<file path="src/rtl/instr_loader.sv">
// Instruction ROM loader: takes a length-prefixed byte stream, packs it MSB-first
// into 32-bit words and writes them to instruction memory starting at BASE_ADDR.
module instr_loader #(
    parameter logic [31:0] BASE_ADDR = 32'hBFC00000,
    parameter int          MEM_BYTES = 4096,
    parameter int          CW        = $clog2(MEM_BYTES/4) + 1
) (
    input  logic          clk,
    input  logic          rst,
    input  logic          start,
    input  logic          rx_valid,
    input  logic [7:0]    rx_data,
    output logic          rx_ready,
    output logic          wr_en,
    output logic [31:0]   wr_addr,
    output logic [31:0]   wr_data,
    input  logic          wr_ack,
    output logic          busy,
    output logic          done,
    output logic          error,
    output logic [CW-1:0] word_count
);

    typedef enum logic [2:0] {
        S_IDLE,
        S_HDR,
        S_DATA,
        S_WRITE,
        S_DONE,
        S_ERR
    } state_t;

    localparam logic [31:0] MAX_WORDS = 32'(MEM_BYTES / 4);

    state_t          r_state;
    logic [1:0]      r_byte_cnt;
    logic [31:0]     r_len;
    logic [23:0]     r_word;
    logic [CW-1:0]   r_word_count;
    logic            r_rx_ready;
    logic            r_wr_en;
    logic [31:0]     r_wr_addr;
    logic [31:0]     r_wr_data;
    logic            r_busy;
    logic            r_done;
    logic            r_error;

    logic            w_take;
    logic            w_last_byte;
    logic [31:0]     w_len_next;
    logic [31:0]     w_word_next;
    logic [CW-1:0]   w_cnt_inc;
    logic [31:0]     w_cnt_inc_ext;
    logic [31:0]     w_addr;

    assign w_take        = r_rx_ready & rx_valid;
    assign w_last_byte   = w_take & (r_byte_cnt == 2'd3);
    assign w_len_next    = {r_len[23:0], rx_data};
    assign w_word_next   = {r_word, rx_data};
    assign w_cnt_inc     = r_word_count + {{(CW-1){1'b0}}, 1'b1};
    assign w_cnt_inc_ext = {{(32-CW){1'b0}}, w_cnt_inc};
    // Word index scaled to a byte offset; wraps modulo 2^32 with BASE_ADDR.
    assign w_addr        = BASE_ADDR + {{(30-CW){1'b0}}, r_word_count, 2'b00};

    always_ff @(posedge clk or posedge rst) begin
        if (rst) begin
            r_state      <= S_IDLE;
            r_byte_cnt   <= 2'd0;
            r_len        <= 32'd0;
            r_word       <= 24'd0;
            r_word_count <= '0;
            r_rx_ready   <= 1'b0;
            r_wr_en      <= 1'b0;
            r_wr_addr    <= 32'd0;
            r_wr_data    <= 32'd0;
            r_busy       <= 1'b0;
            r_done       <= 1'b0;
            r_error      <= 1'b0;
        end else begin
            case (r_state)
                S_IDLE, S_DONE, S_ERR: begin
                    if (start) begin
                        r_state      <= S_HDR;
                        r_rx_ready   <= 1'b1;
                        r_busy       <= 1'b1;
                        r_done       <= 1'b0;
                        r_error      <= 1'b0;
                        r_word_count <= '0;
                        r_byte_cnt   <= 2'd0;
                        r_len        <= 32'd0;
                        r_word       <= 24'd0;
                    end
                end
                S_HDR: begin
                    if (w_take) begin
                        r_len      <= w_len_next;
                        r_byte_cnt <= r_byte_cnt + 2'd1;
                    end
                    if (w_last_byte) begin
                        if (w_len_next == 32'd0) begin
                            r_state    <= S_DONE;
                            r_rx_ready <= 1'b0;
                            r_busy     <= 1'b0;
                            r_done     <= 1'b1;
                        end else if (w_len_next > MAX_WORDS) begin
                            r_state    <= S_ERR;
                            r_rx_ready <= 1'b0;
                            r_busy     <= 1'b0;
                            r_error    <= 1'b1;
                        end else begin
                            r_state    <= S_DATA;
                        end
                    end
                end
                S_DATA: begin
                    if (w_take) begin
                        r_word     <= w_word_next[23:0];
                        r_byte_cnt <= r_byte_cnt + 2'd1;
                    end
                    if (w_last_byte) begin
                        r_state    <= S_WRITE;
                        r_rx_ready <= 1'b0;
                        r_wr_en    <= 1'b1;
                        r_wr_data  <= w_word_next;
                        r_wr_addr  <= w_addr;
                    end
                end
                S_WRITE: begin
                    // Address and data stay frozen until memory acknowledges.
                    if (wr_ack) begin
                        r_wr_en      <= 1'b0;
                        r_word_count <= w_cnt_inc;
                        r_byte_cnt   <= 2'd0;
                        if (w_cnt_inc_ext == r_len) begin
                            r_state <= S_DONE;
                            r_busy  <= 1'b0;
                            r_done  <= 1'b1;
                        end else begin
                            r_state    <= S_DATA;
                            r_rx_ready <= 1'b1;
                        end
                    end
                end
                default: begin
                    r_state    <= S_IDLE;
                    r_rx_ready <= 1'b0;
                    r_wr_en    <= 1'b0;
                    r_busy     <= 1'b0;
                end
            endcase
        end
    end

    assign rx_ready   = r_rx_ready;
    assign wr_en      = r_wr_en;
    assign wr_addr    = r_wr_addr;
    assign wr_data    = r_wr_data;
    assign busy       = r_busy;
    assign done       = r_done;
    assign error      = r_error;
    assign word_count = r_word_count;

endmodule

</file>
<file path="config.mk">
export PLATFORM = sky130hd
export DESIGN_NAME = instr_loader
export DESIGN_NICKNAME = d
export VERILOG_FILES = /design/src/rtl/instr_loader.sv
export SDC_FILE = /design/constraint.sdc
export NUM_CORES = 1
export LEC_CHECK = 0
export CAP_MARGIN = 20
export CORE_MARGIN = 2
export CORE_UTILIZATION = 35
export CTS_BUF_LIST = sky130_fd_sc_hd__clkbuf_2
export CTS_CLUSTER_DIAMETER = 120
export DETAILED_ROUTE_END_ITERATION = 12
export PLACE_DENSITY = 0.54
export SKIP_LAST_GASP = 1
export SYNTH_ARGS = -nofsm -noshare
export SYNTH_HDL_FRONTEND = slang
export SYNTH_SLANG_ARGS = --single-unit
</file>
<file path="constraint.sdc">
create_clock -name clk -period 4.1 [get_ports clk]
set_clock_uncertainty 0.2 [all_clocks]
set_input_delay 0.41 -clock clk [delete_from_list [all_inputs] [get_ports clk]]
set_output_delay 0.41 -clock clk [all_outputs]
set_load 0.01 [all_outputs]
</file>
# After elaboration in Yosys (flattened, before gate mapping)
# Index checks and enable logic that the tools add are counted.
dict set report classes {
  n_mux 45
  n_reduce_logical 21
  bitwise_logic 4
  add_sub_neg 3
  magnitude_cmp 1
  n_eq_ne 20
}
# op count
set op_table {}
lappend op_table {{2-to-1 mux 32 bit} 2}
lappend op_table {{case mux 32 bit (2 select lines)} 1}
lappend op_table {{2-to-1 mux 24 bit} 2}
lappend op_table {{case mux 24 bit (2 select lines)} 1}
lappend op_table {{adder 32 x 13 -> 32 bit (first input constant)} 1}
lappend op_table {{== test 11 x 32 -> 1 bit} 1}
lappend op_table {{> comparator 32 x 11 -> 1 bit (second input constant)} 1}
lappend op_table {{zero test 32 bit} 1}
lappend op_table {{2-to-1 mux 11 bit} 2}
lappend op_table {{!= test 2 bit (second input constant)} 11}
lappend op_table {{case mux 11 bit (2 select lines)} 1}
lappend op_table {{2-to-1 mux 3 bit} 7}
lappend op_table {{2-to-1 mux 1 bit} 19}
lappend op_table {{AND reduction 6 bit} 3}
lappend op_table {{case mux 3 bit (4 select lines)} 1}
lappend op_table {{AND reduction 3 bit} 4}
lappend op_table {{adder 11 x 1 -> 11 bit (second input constant)} 1}
lappend op_table {{case mux 1 bit (4 select lines)} 2}
lappend op_table {{AND reduction 4 bit} 2}
lappend op_table {{== test 3 x 2 -> 1 bit (second input constant)} 2}
lappend op_table {{== test 3 bit (second input constant)} 2}
lappend op_table {{2-to-1 mux 2 bit} 3}
lappend op_table {{case mux 1 bit (3 select lines)} 2}
lappend op_table {{case mux 2 bit (3 select lines)} 1}
lappend op_table {{other kinds (16)} 21}
dict set report totals {
  inputBits 13
  regBits 141
  wordCells 106
}

# Logic depth before layout (Yosys ltp)
dict set report logic_depth {
  depth_word 5
  ltp_mapped 10
  depth_no_buf 7
}

# Worst setup path after synthesis
# No wires, ideal clock.
dict set report synth_path {
  path_kind {flip-flop to flip-flop}
  start {reg r_word_count[0] (netlist: word_count[0])}
  end {reg r_state[2]}
  setup_ns 0.126
  period_less_slack_ns 2.369
  setup_slack_ns 1.731
  required_time_ns 3.774
  stages_incl_launch_ff 8
  arrival_time_ns 2.043
  path_cell_list {dfrtp_1 -> ha_1 -> and3_2 -> and3_2 -> xnor2_1 -> and3_2 -> and3_4 -> a221o_1}
}
dict set report synth_between {
  elab_chain_cells 5
}
# element line
set synth_lines {}
lappend synth_lines {{start: declaration} 39} ;# logic [CW-1:0] r_word_count;
lappend synth_lines {{start signal: assignment} 132} ;# r_word_count <= w_cnt_inc;
lappend synth_lines {{adder 11 x 1 -> 11 bit} 60} ;# assign w_cnt_inc = r_word_count + {{(CW-1){1'b0}}, 1'b1};
lappend synth_lines {{== test 11 x 32 -> 1 bit} 134} ;# if (w_cnt_inc_ext == r_len) begin
lappend synth_lines {{2-to-1 mux 3 bit} 134}
lappend synth_lines {{2-to-1 mux 3 bit} 130} ;# if (wr_ack) begin
lappend synth_lines {{case mux 3 bit (4 select lines)} 80} ;# case (r_state)
lappend synth_lines {{end signal: assignment} 83} ;# r_state <= S_HDR;
lappend synth_lines {{end signal: assignment} 135} ;# r_state <= S_DONE;
lappend synth_lines {{end signal: assignment} 139} ;# r_state <= S_DATA;
lappend synth_lines {{end: declaration} 35} ;# state_t r_state;
# Every way passes these cells. The select of a mux whose other input is x is not followed.
# A chain may end at the register's enable or synchronous reset.

# Worst setup path in the final report
dict set report layout_path {
  start {reg r_state[0]}
  end {reg r_word_count[6] (netlist: word_count[6])}
}
dict set report layout_between {
  elab_chain_cells 4
  word_cells_on_any_way 10
  classes_between {eq/ne: 5; mux: 1; reduce/logical: 4}
}
# element line
set layout_lines {}
lappend layout_lines {{start signal: assignment} 67} ;# r_state <= S_IDLE;
lappend layout_lines {{start signal: assignment} 83}
lappend layout_lines {{start signal: assignment} 101} ;# r_state <= S_DONE;
lappend layout_lines {{== test 3 bit / zero test 3 bit (equally long branches)} 80}
lappend layout_lines {{OR reduction 3 bit} 80}
lappend layout_lines {{!= test 2 bit (no source line) / nonzero test 2 bit (equally long branches)} --}
lappend layout_lines {{AND reduction 3 bit (no source line)} --}
# Several ways; a longest one is shown, not always the timed one.

==> results.sh <==
export IMPL_outcome="completed"
export IMPL_cts_resized_gates=0
export IMPL_io_buffer_count=80
export IMPL_coreArea_sq_um=15800
export IMPL_yosys_warnings=0
export IMPL_dr_first_iter_drc_count=303
export IMPL_antenna_found_initial=1
export IMPL_ios=93
export IMPL_areaGrowthSynthToFinish_pct=22.1
export IMPL_synth_cell_area_sq_um=5610
export IMPL_ys_seq_area_share_pct=54.0
export IMPL_cts_tree="yes"
export IMPL_die_area_sq_um=17100
export IMPL_crit_required_ns=4.47
export IMPL_cellLeakagePower_uw=0.00297
export IMPL_clk_path_buf_depth=2
export IMPL_synthFlopType="dfrtp_1"
export IMPL_nets=651
export IMPL_ys_async_sr_fraction_pct=100
export IMPL_start_util_pct=35.6
export IMPL_path_class="flip-flop to flip-flop"
export IMPL_fp_dieH_microns=131
export IMPL_drv_slew=0
export IMPL_grt_remaining_overflow=0
export IMPL_die_w_microns=131
export IMPL_drive_gt1_share_pct=15.3
export IMPL_grt_pass1_vias=4083
export IMPL_period_minus_slack_ns=2.79
export IMPL_synth_edf_count=0
export IMPL_antenna_left=0
export IMPL_power_density_nw_per_um2=504
export IMPL_clk_latency_ns=0.72
export IMPL_total_power_uw=3450
export IMPL_relSlewSlack_pct=48.0
export IMPL_grt_max_degree=65
export IMPL_ys_types=50
export IMPL_wire_per_inst_microns=15.0
export IMPL_peakVddDrop_mv=0.254
export IMPL_clk_pin_slew_ns=0.19
export IMPL_post_route_period_util_pct=68.0
export IMPL_tightest_slew_ns=0.777
export IMPL_cts_buffers=17
export IMPL_dpl_hpwl_microns=8950
export IMPL_grt_pass1_wl_microns=21300
export IMPL_root_buffer="clkbuf_2"
export IMPL_cp_max_fo=16
export IMPL_gr_usage_all_layers_pct=16.2
export IMPL_worstPathArrival_ns=3.16
export IMPL_avgSynthCellArea_sq_um=9.88
export IMPL_hp_class="primary input to flip-flop"
export IMPL_clkSinkCount=121
export IMPL_drt_total_wl_microns=13000
export IMPL_ys_ff_latch=121
export IMPL_drc_errors=0
export IMPL_nFillCells=1580
export IMPL_drt_pass1_iterations=4
export IMPL_startpoint_type="flip-flop"
export IMPL_cts_max_level=4
export IMPL_vias=4248
export IMPL_fmax_ghz=0.359
export IMPL_maxCapViolations=0
export IMPL_finalSetupTns_ns=0
export IMPL_gp_congestion=0.848
export IMPL_fp_row_count=46
export IMPL_hold_viol=0
export IMPL_cp_end_kind="flip-flop"
export IMPL_syn_inst=568
export IMPL_vias_per_cell=4.91
export IMPL_setup_viol=0
export IMPL_rsz0062_at_grt="false"
-- layer usage --
metal	global-route usage [%]	part of all wire (%)	vias up
met5	0	0	-
met4	5.88	1.8	0
met3	4.56	5.3	18
met2	23.2	44	114
met1	23.6	49	2041
li1	-	-	2075
-- layout make-up --
cell class | count | area, sq um | share of cell area (%)
multi-input combinational | 398 | 2330 | 34.0
antenna | 1 | 2.50 | 0.0365
sequential | 121 | 3030 | 44.2
clock inverter | 15 | 200 | 2.92
timing repair buffer | 89 | 896 | 13.1
tap | 216 | 270 | 3.95
inverter | 9 | 36.3 | 0.530
clock buffer | 17 | 85.1 | 1.24
-- what timing repair did --
item | in CTS | in global routing
hold buffers | 1 | 0
endpoints found under the hold margin | 56 | 0
buffers inserted | 0 | 0
-- cells in the final DEF (no fill, tap or decap), drive strengths merged, types with 3 or more instances in the layout --
cell type	Yosys	routed
a211oi	3	3
a21oi	11	11
a31oi	6	6
and3	7	7
buf	35	8
bufinv	0	4
clkbuf	16	17
clkdlybuf4s50	0	80
clkinv	1	7
clkinvlp	0	3
conb	1	12
dfrtp	121	121
inv	8	10
mux2	43	43
nand2	127	127
nand3	8	8
nand4	5	5
nor2	25	25
nor2b	4	4
nor3	8	8
nor4	11	11
o21ai	83	83
o31ai	4	4
xnor2	10	10
xor2	5	5
-- path summary, 6_finish.rpt --
kind	start	end	slack [ns]	cells after the start
worst max-delay path	r_state[0]	word_count[6]	1.31	6
worst min-delay path	rx_data[0]	r_len[0]	0.13	3
worst max register to register	r_state[0]	word_count[6]	1.31	6
worst min register to register	r_word[17]	r_word[17]	0.30	2
max in group asynchronous	rst	wr_addr[12]	2.41	4
min in group asynchronous	rst	wr_data[28]	0.50	3
-- where the power goes --
part,switching (uW),internal [uW],total (uW)
clock network,475,403,877
logic,625,372,997
registers,226,1350,1580
total,1330,2130,3450
-- registers in the layout, summed over array words and instances, names as in the netlist --
| signal | count |
|---|---|
| done | 1 |
| r_word | 24 |
| busy | 1 |
| r_state | 3 |
| rx_ready | 1 |
| wr_data | 32 |
| wr_addr | 12 |
| word_count | 11 |
| error | 1 |
| r_byte_cnt | 2 |
| wr_en | 1 |
| r_len | 32 |
-- cell usage after synthesis, types with 2 or more instances --
cell type / n / area [sq um]
a21oi_1: 10 / 50.1
clkbuf_1: 16 / 60.1
dfrtp_1: 121 / 3030
nor3_1: 6 / 30.0
nand3_1: 7 / 35.0
and3_2: 4 / 30.0
nand2_1: 127 / 477
nor2_1: 25 / 93.8
a211oi_1: 3 / 22.5
and3_1: 2 / 12.5
o31ai_1: 4 / 30.0
or3_1: 2 / 12.5
ha_1: 2 / 25.0
xor2_1: 5 / 43.8
nor4_1: 11 / 68.8
a31oi_1: 6 / 37.5
mux2i_1: 2 / 20.0
buf_4: 20 / 150
xnor2_1: 10 / 87.6
nand4_1: 5 / 31.3
mux2_2: 43 / 484
nor2b_1: 4 / 25.0
buf_2: 15 / 75.1
o21ai_0: 83 / 415
inv_1: 8 / 30.0
a22o_1: 2 / 17.5
nand2b_1: 2 / 12.5
-- critical path: stages (launching register included) --
cell and delay [ns]:
dfrtp_1 0.73, nor2b_1 0.54, nand2_1 0.17, nor2_1 0.41, nor2_1 0.28, o21ai_0 0.22, o31ai_1 0.09
-- through the flow --
| step | cell area (sq um) | hold slack (ns) | util, % | setup WS [ns] | cells |
|---|---|---|---|---|---|
| CTS | 6850 | 0.0520 | 43.4 | 1.35 | 865 |
| global route | 6850 | 0.0797 | 43.4 | 1.02 | 866 |
| finish | 6850 | 0.129 | 43.4 | 1.31 | 866 |
| global placement | 6550 | 0.259 | 41.5 | 1.19 | 832 |
| detailed placement | 6550 | 0.266 | 41.5 | 1.08 | 832 |
| floorplan | 5650 | 0.244 | - | 0.276 | 579 |
-- cells by family after synthesis --
family	count (synthesis)	share of synthesized area [%]
muxes	45	8.99
DFF	121	54.0
and+or+nand+nor	204	16.3
other	1	0.0668
AOI/OAI and AO/OA	120	12.2
adders and majority gates	2	0.446
buffers and inverters	60	5.69
xor gates and xnor gates	15	2.34
No activity file was read; power rests on OpenSTA's default activity.
